$ cat config.mk
export PLATFORM = sky130hd
export DESIGN_NAME = alu_seq
export DESIGN_NICKNAME = d
export VERILOG_FILES = /design/src/rtl/alu_pkg.sv /design/src/rtl/alu_divider.sv /design/src/rtl/alu_seq.sv
export SDC_FILE = /design/constraint.sdc
export NUM_CORES = 1
export LEC_CHECK = 0
export CAP_MARGIN = 10
export CORE_UTILIZATION = 40
export DETAILED_ROUTE_END_ITERATION = 16
export PLACE_DENSITY = 0.66
export RECOVER_POWER = 50
export SLEW_MARGIN = 20
export SYNTH_ARGS = -nofsm -noshare
export SYNTH_HDL_FRONTEND = slang
export SYNTH_SLANG_ARGS = --single-unit
$ cat constraint.sdc
create_clock -name clk_i -period 5.8 [get_ports clk_i]
set_clock_uncertainty 0.05 [all_clocks]
set_input_delay 1.45 -clock clk_i [delete_from_list [all_inputs] [get_ports clk_i]]
set_output_delay 1.45 -clock clk_i [all_outputs]
set_load 0.1 [all_outputs]
$ cat src/rtl/alu_pkg.sv
// Shared opcode, control-width and FSM state definitions for the sequential ALU.
package alu_pkg;

    localparam int CTRL_W = 3;

    localparam logic [CTRL_W-1:0] OP_ADD = 3'd0;
    localparam logic [CTRL_W-1:0] OP_SUB = 3'd1;
    localparam logic [CTRL_W-1:0] OP_MUL = 3'd2;
    localparam logic [CTRL_W-1:0] OP_DIV = 3'd3;
    localparam logic [CTRL_W-1:0] OP_MOD = 3'd4;
    localparam logic [CTRL_W-1:0] OP_AND = 3'd5;
    localparam logic [CTRL_W-1:0] OP_OR  = 3'd6;
    localparam logic [CTRL_W-1:0] OP_XOR = 3'd7;

    typedef enum logic [1:0] {
        ST_IDLE = 2'd0,
        ST_BUSY = 2'd1,
        ST_DONE = 2'd2
    } state_t;

endpackage

$ cat src/rtl/alu_divider.sv
// Iterative restoring divider: one quotient bit per cycle, MSB first, WIDTH cycles.
// done, quotient and remainder are valid together on the final iteration cycle.
module alu_divider #(
    parameter int WIDTH = 8
) (
    input  logic             clk,
    input  logic             rst,
    input  logic             start,
    input  logic [WIDTH-1:0] dividend,
    input  logic [WIDTH-1:0] divisor,
    output logic             done,
    output logic [WIDTH-1:0] quotient,
    output logic [WIDTH-1:0] remainder
);

    localparam int CNT_W = $clog2(WIDTH + 1);

    logic             busy;
    logic [CNT_W-1:0] cnt;
    logic [WIDTH-1:0] rem_q;
    logic [WIDTH-1:0] quo_q;
    logic [WIDTH-1:0] dvs_q;
    logic [WIDTH:0]   shifted;
    logic [WIDTH:0]   trial;
    logic [WIDTH-1:0] rem_next;
    logic [WIDTH-1:0] quo_next;

    // A set top bit of trial means the subtraction borrowed: keep the shifted remainder.
    always_comb begin
        shifted  = {rem_q, quo_q[WIDTH-1]};
        trial    = shifted - {1'b0, dvs_q};
        rem_next = trial[WIDTH] ? shifted[WIDTH-1:0] : trial[WIDTH-1:0];
        quo_next = {quo_q[WIDTH-2:0], ~trial[WIDTH]};
    end

    assign done      = busy && (cnt == CNT_W'(1));
    assign quotient  = quo_next;
    assign remainder = rem_next;

    always_ff @(posedge clk) begin
        if (rst) begin
            busy <= 1'b0;
            cnt  <= '0;
        end else if (start) begin
            busy <= 1'b1;
            cnt  <= CNT_W'(WIDTH);
        end else if (busy) begin
            cnt <= cnt - CNT_W'(1);
            if (cnt == CNT_W'(1)) begin
                busy <= 1'b0;
            end
        end
    end

    always_ff @(posedge clk) begin
        if (start) begin
            rem_q <= '0;
            quo_q <= dividend;
            dvs_q <= divisor;
        end else if (busy) begin
            rem_q <= rem_next;
            quo_q <= quo_next;
        end
    end

endmodule

$ cat src/rtl/alu_seq.sv
// Handshaked unsigned ALU: single-cycle add/sub/mul/logic, iterative div/mod,
// one operation in flight, result held until the consumer accepts it.
module alu_seq
    import alu_pkg::*;
#(
    parameter int WIDTH = 8
) (
    input  logic              clk_i,
    input  logic              rst_i,
    input  logic              valid_i,
    output logic              ready_o,
    input  logic [CTRL_W-1:0] ctrl_i,
    input  logic [WIDTH-1:0]  data0_i,
    input  logic [WIDTH-1:0]  data1_i,
    output logic              valid_o,
    input  logic              ready_i,
    output logic [WIDTH-1:0]  result_o,
    output logic [WIDTH-1:0]  result_hi_o,
    output logic              carry_o,
    output logic              zero_o,
    output logic              err_o
);

    state_t             state;
    state_t             state_next;
    logic               accept;
    logic               is_div_op;
    logic               div_start;
    logic               div_done;
    logic               mod_q;
    logic [WIDTH-1:0]   div_quo;
    logic [WIDTH-1:0]   div_rem;
    logic [WIDTH-1:0]   div_res;
    logic [WIDTH:0]     sum;
    logic [2*WIDTH-1:0] prod;
    logic [WIDTH-1:0]   calc_lo;
    logic [WIDTH-1:0]   calc_hi;
    logic               calc_carry;
    logic               calc_err;

    assign is_div_op = (ctrl_i == OP_DIV) || (ctrl_i == OP_MOD);
    assign accept    = (state == ST_IDLE) && valid_i;
    assign div_res   = mod_q ? div_rem : div_quo;

    always_ff @(posedge clk_i) begin
        if (rst_i) begin
            state <= ST_IDLE;
        end else begin
            state <= state_next;
        end
    end

    always_comb begin
        state_next = state;
        case (state)
            ST_IDLE: begin
                if (valid_i) begin
                    state_next = (is_div_op && (data1_i != '0)) ? ST_BUSY : ST_DONE;
                end
            end
            ST_BUSY: begin
                if (div_done) begin
                    state_next = ST_DONE;
                end
            end
            ST_DONE: begin
                if (ready_i) begin
                    state_next = ST_IDLE;
                end
            end
            default: state_next = ST_IDLE;
        endcase
    end

    always_comb begin
        ready_o   = (state == ST_IDLE);
        valid_o   = (state == ST_DONE);
        div_start = accept && is_div_op && (data1_i != '0);
    end

    // Single-cycle results; the div/mod entries only matter for a zero divisor.
    always_comb begin
        sum        = {1'b0, data0_i} + {1'b0, data1_i};
        prod       = {{WIDTH{1'b0}}, data0_i} * {{WIDTH{1'b0}}, data1_i};
        calc_lo    = '0;
        calc_hi    = '0;
        calc_carry = 1'b0;
        calc_err   = 1'b0;
        case (ctrl_i)
            OP_ADD: begin
                calc_lo    = sum[WIDTH-1:0];
                calc_carry = sum[WIDTH];
            end
            OP_SUB: begin
                calc_lo    = data0_i - data1_i;
                calc_carry = (data0_i < data1_i);
            end
            OP_MUL: begin
                calc_lo = prod[WIDTH-1:0];
                calc_hi = prod[2*WIDTH-1:WIDTH];
            end
            OP_DIV: begin
                calc_lo  = '1;
                calc_err = 1'b1;
            end
            OP_MOD: begin
                calc_lo  = data0_i;
                calc_err = 1'b1;
            end
            OP_AND:  calc_lo = data0_i & data1_i;
            OP_OR:   calc_lo = data0_i | data1_i;
            OP_XOR:  calc_lo = data0_i ^ data1_i;
            default: calc_lo = '0;
        endcase
    end

    always_ff @(posedge clk_i) begin
        if (rst_i) begin
            result_o    <= '0;
            result_hi_o <= '0;
            carry_o     <= 1'b0;
            zero_o      <= 1'b0;
            err_o       <= 1'b0;
        end else if (accept && !div_start) begin
            result_o    <= calc_lo;
            result_hi_o <= calc_hi;
            carry_o     <= calc_carry;
            zero_o      <= (calc_lo == '0);
            err_o       <= calc_err;
        end else if ((state == ST_BUSY) && div_done) begin
            result_o    <= div_res;
            result_hi_o <= '0;
            carry_o     <= 1'b0;
            zero_o      <= (div_res == '0);
            err_o       <= 1'b0;
        end
    end

    always_ff @(posedge clk_i) begin
        if (accept) begin
            mod_q <= (ctrl_i == OP_MOD);
        end
    end

    alu_divider #(
        .WIDTH(WIDTH)
    ) u_divider (
        .clk      (clk_i),
        .rst      (rst_i),
        .start    (div_start),
        .dividend (data0_i),
        .divisor  (data1_i),
        .done     (div_done),
        .quotient (div_quo),
        .remainder(div_rem)
    );

endmodule

==> flow_metrics.py <==
metrics = {
    "synthesis": {
        "synth_warnings": 0,
        "ys_seq_area_frac": 0.194,
        "synthArstFlopShare": 0,
        "syn_area_um2": 6130,
        "synth_cells": 746,
        "synth_fp_nets": 878,
        "post_synth.cell_area_avg_um2": 8.22,
        "yosys.cell_types.count": 80,
        "synth_ff_type": "dfxtp_1",
        "synth_edf_count": 17,
        "ys_ff_latch": 51,
    },
    "die": {
        "start_util": 0.416,
        "core_um2": 14800,
        "die_area_um2": 15800,
        "row_count": 44,
        "fp.dieW_um": 126,
        "io_pins": 44,
        "dieHeight_um": 126,
    },
    "grt": {
        "grt_pass1_vias": 5415,
        "grt_overflow": 0,
        "grt_first_pass_wirelength_um": 28300,
        "grt_max_degree": 28,
        "grt_antenna_before_repair": 0,
        "grt_usage": 0.225,
    },
    "drt": {
        "dr.pass1.iters": 5,
        "route.vias.total": 5696,
        "viasPerCell": 5.57,
        "post-route-drc-count": 0,
        "post_drt_wl_per_cell_um": 17.1,
        "ant_nets": 0,
        "drt_wl_total_um": 17500,
        "drtIter0Drc": 452,
    },
    "cells_and_area": {
        "final_layout_size_suffix_gt1_frac": 0.135,
        "nets": 970,
        "layout_common_cells": "inv_1 (102), nor2_1 (77), ha_1 (66)",
        "area_delta_synth_final_pct": 20.5,
        "diodes": 0,
        "fin_util": 0.501,
        "final_common_cell": "inv_1",
        "fillers": 1420,
    },
    "critical_path": {
        "worstPathArrival_ps": 5780,
        "cp_slowest_cell": "fa_1",
        "max_stage_delay_ps": 550,
        "path_buf_inv": 7,
        "startpoint_type": "input pin",
        "critPathTopFamily": "adder cells",
        "cp_cell_sequence": "clkdlybuf4s50_1 > clkinv_1 > buf_4 > nor2_1 > fa_1 > inv_1 > fa_1 > inv_1 > fa_1 > inv_1 > fa_1 > inv_1 > ha_1 > a21oi_2 > a211oi_2 > nor2_1 > a21oi_1 > xnor2_1 > a22o_1",
        "end_kind": "flop",
        "reg2reg_slack_ps": 2460,
        "required_ps": 5940,
        "cp_max_fo": 6,
        "worstSetupPathType": "in2reg",
    },
    "power": {
        "intPower_mw": 1.18,
        "power_leakage_nw": 3.40,
        "netSwitchingFraction": 0.471,
        "power_density_nw_per_um2": 303,
        "switching_power_mw": 1.05,
        "vdd_drop_max_mv": 0.315,
        "clkPwrFrac": 0.131,
        "power_mw": 2.24,
        "seq_power_share": 0.211,
        "combPwrFrac": 0.658,
    },
    "placement": {
        "place_congestion": 0.892,
        "portBuffers": 43,
        "dpl.hpwl_um": 14000,
    },
    "clock_tree": {
        "clk_pin_slew_worst_paths_ps": 70,
        "cts_num_sinks": 51,
        "cts-root-buf": "clkbuf_16",
        "clockBufferDepth": 2,
        "clkLatencyLatePin_ps": 290,
        "cts_buffers": 5,
        "htreeDepth": 2,
        "cts_tree": "done",
    },
    "sta": {
        "max_freq_ghz": 0.177,
        "drv_slew": 0,
        "layout_worst_path_cycle_share": 0.971,
        "hold_violations": 0,
        "holdWs_ps": 421,
        "period_minus_slack_ps": 5630,
        "setup_violations": 0,
        "slew_headroom": 0.0698,
        "worst_pin_slew_ps": 1400,
        "fin_setup_tns_ps": 0,
    },
    "outcome": {
        "outcome": "finished clean",
    },
    "hold_path": {
        "hp-class": "reg2reg",
    },
    "run": {
        "maxCapViolCount": 0,
    },
}
[kinds of logic (layout without fill, tap and decap cells)]
kind of cell             count (synthesis)  in the layout  synth area share
AO/OA/AOI/OAI                          174            174             0.199
XOR/XNOR                                21             21            0.0300
adder cells (fa/ha/maj)                109            109             0.270
buffers and inverters                  134            227            0.0853
flip-flops                              51             51             0.194
multiplexers                            12             12            0.0230
AND/OR/NAND/NOR                        245            245             0.198
[worst register-to-register path: stages (launching register included)]
cell,delay (ps)
edfxtp_1,380
ha_1,250
fa_1,470
nor2b_1,250
o2111ai_2,190
nand3_1,220
nand3_1,280
a311oi_1,590
and4_1,300
a41oi_1,130
o21ai_1,140
[path summary, 6_finish.rpt]
path	from	endpoint	depth (start not counted)
max reg2reg	u_divider.dvs_q[0]$_DFFE_PP_	zero_o$_SDFFE_PP0P_	10
min	err_o$_SDFFE_PP0P_	err_o$_SDFFE_PP0P_	2
min reg2reg	err_o$_SDFFE_PP0P_	err_o$_SDFFE_PP0P_	2
max	data0_i[3]	result_hi_o[7]$_SDFFE_PP0P_	19
[synthesized netlist by cell type (all sizes together), types with 8 or more instances]
| cell | n | share of area |
|---|---|---|
| a21oi | 39 | 0.032 |
| nor2b | 14 | 0.014 |
| fa | 39 | 0.13 |
| nand3 | 12 | 0.0098 |
| nor4 | 9 | 0.010 |
| o21ai | 28 | 0.023 |
| ha | 70 | 0.14 |
| edfxtp | 17 | 0.083 |
| nor2 | 81 | 0.051 |
| nor3 | 24 | 0.020 |
| xnor2 | 14 | 0.020 |
| nand2 | 58 | 0.037 |
| inv | 104 | 0.064 |
| dfxtp | 34 | 0.11 |
| nand2b | 9 | 0.0092 |
| a31oi | 8 | 0.0082 |
| clkbuf | 17 | 0.010 |
| a2111oi | 8 | 0.012 |
| a21o | 12 | 0.015 |
| buf | 10 | 0.0090 |
| a22oi | 8 | 0.0098 |
[final cells by class]
cell class | count | area, um^2 | share of cell area
multi-input combinational | 561 | 4490 | 0.608
sequential | 51 | 1190 | 0.161
timing repair buffer | 112 | 932 | 0.126
inverter | 107 | 404 | 0.0547
tap | 184 | 230 | 0.0311
clock buffer | 5 | 125 | 0.0169
clock inverter | 3 | 15.0 | 0.00203
[sequential cells by signal (all words and copies together) (netlist names), 2 cells and up]
name	flops
state	2
result_hi_o	8
u_divider.rem_q	8
u_divider.dvs_q	8
result_o	8
u_divider.quo_q	8
u_divider.cnt	4
[power groups by stage]
stage	logic, mW	registers, mW	clock network, mW
floorplan	0.936	0.529	0
global placement	1.38	0.478	0
detailed placement	1.39	0.479	0
CTS	1.40	0.471	0.299
global route	1.63	0.480	0.314
finish	1.47	0.473	0.292
[per-stage QoR]
| stage | cell area, um^2 | worst slack (ps) | instances |
|---|---|---|---|
| 2_1_floorplan | 6130 | 422 | 746 |
| 3_3_place_gp | 7190 | -375 | 1015 |
| 3_5_place_dp | 7190 | -377 | 1015 |
| 4_1_cts | 7340 | 20.6 | 1023 |
| 5_1_grt | 7390 | -30.2 | 1023 |
| 6_report | 7390 | 166 | 1023 |
[what timing repair did]
item                                    4_1_cts  5_1_grt
endpoints found under the setup margin        5       11
gates resized for setup                       6       19
pin swaps                                     0        4
setup buffers                                 0        0
hold buffers                                  0        0
[per-layer routing]
| metal | part of all wire | global-route usage | vias up |
|---|---|---|---|
| met5 | 0 | 0 | - |
| met4 | 0.017 | 0.0454 | 0 |
| met3 | 0.045 | 0.0255 | 21 |
| met2 | 0.47 | 0.368 | 150 |
| met1 | 0.47 | 0.320 | 2736 |
| li1 | - | - | 2789 |
(Power assumes the default switching activity.)
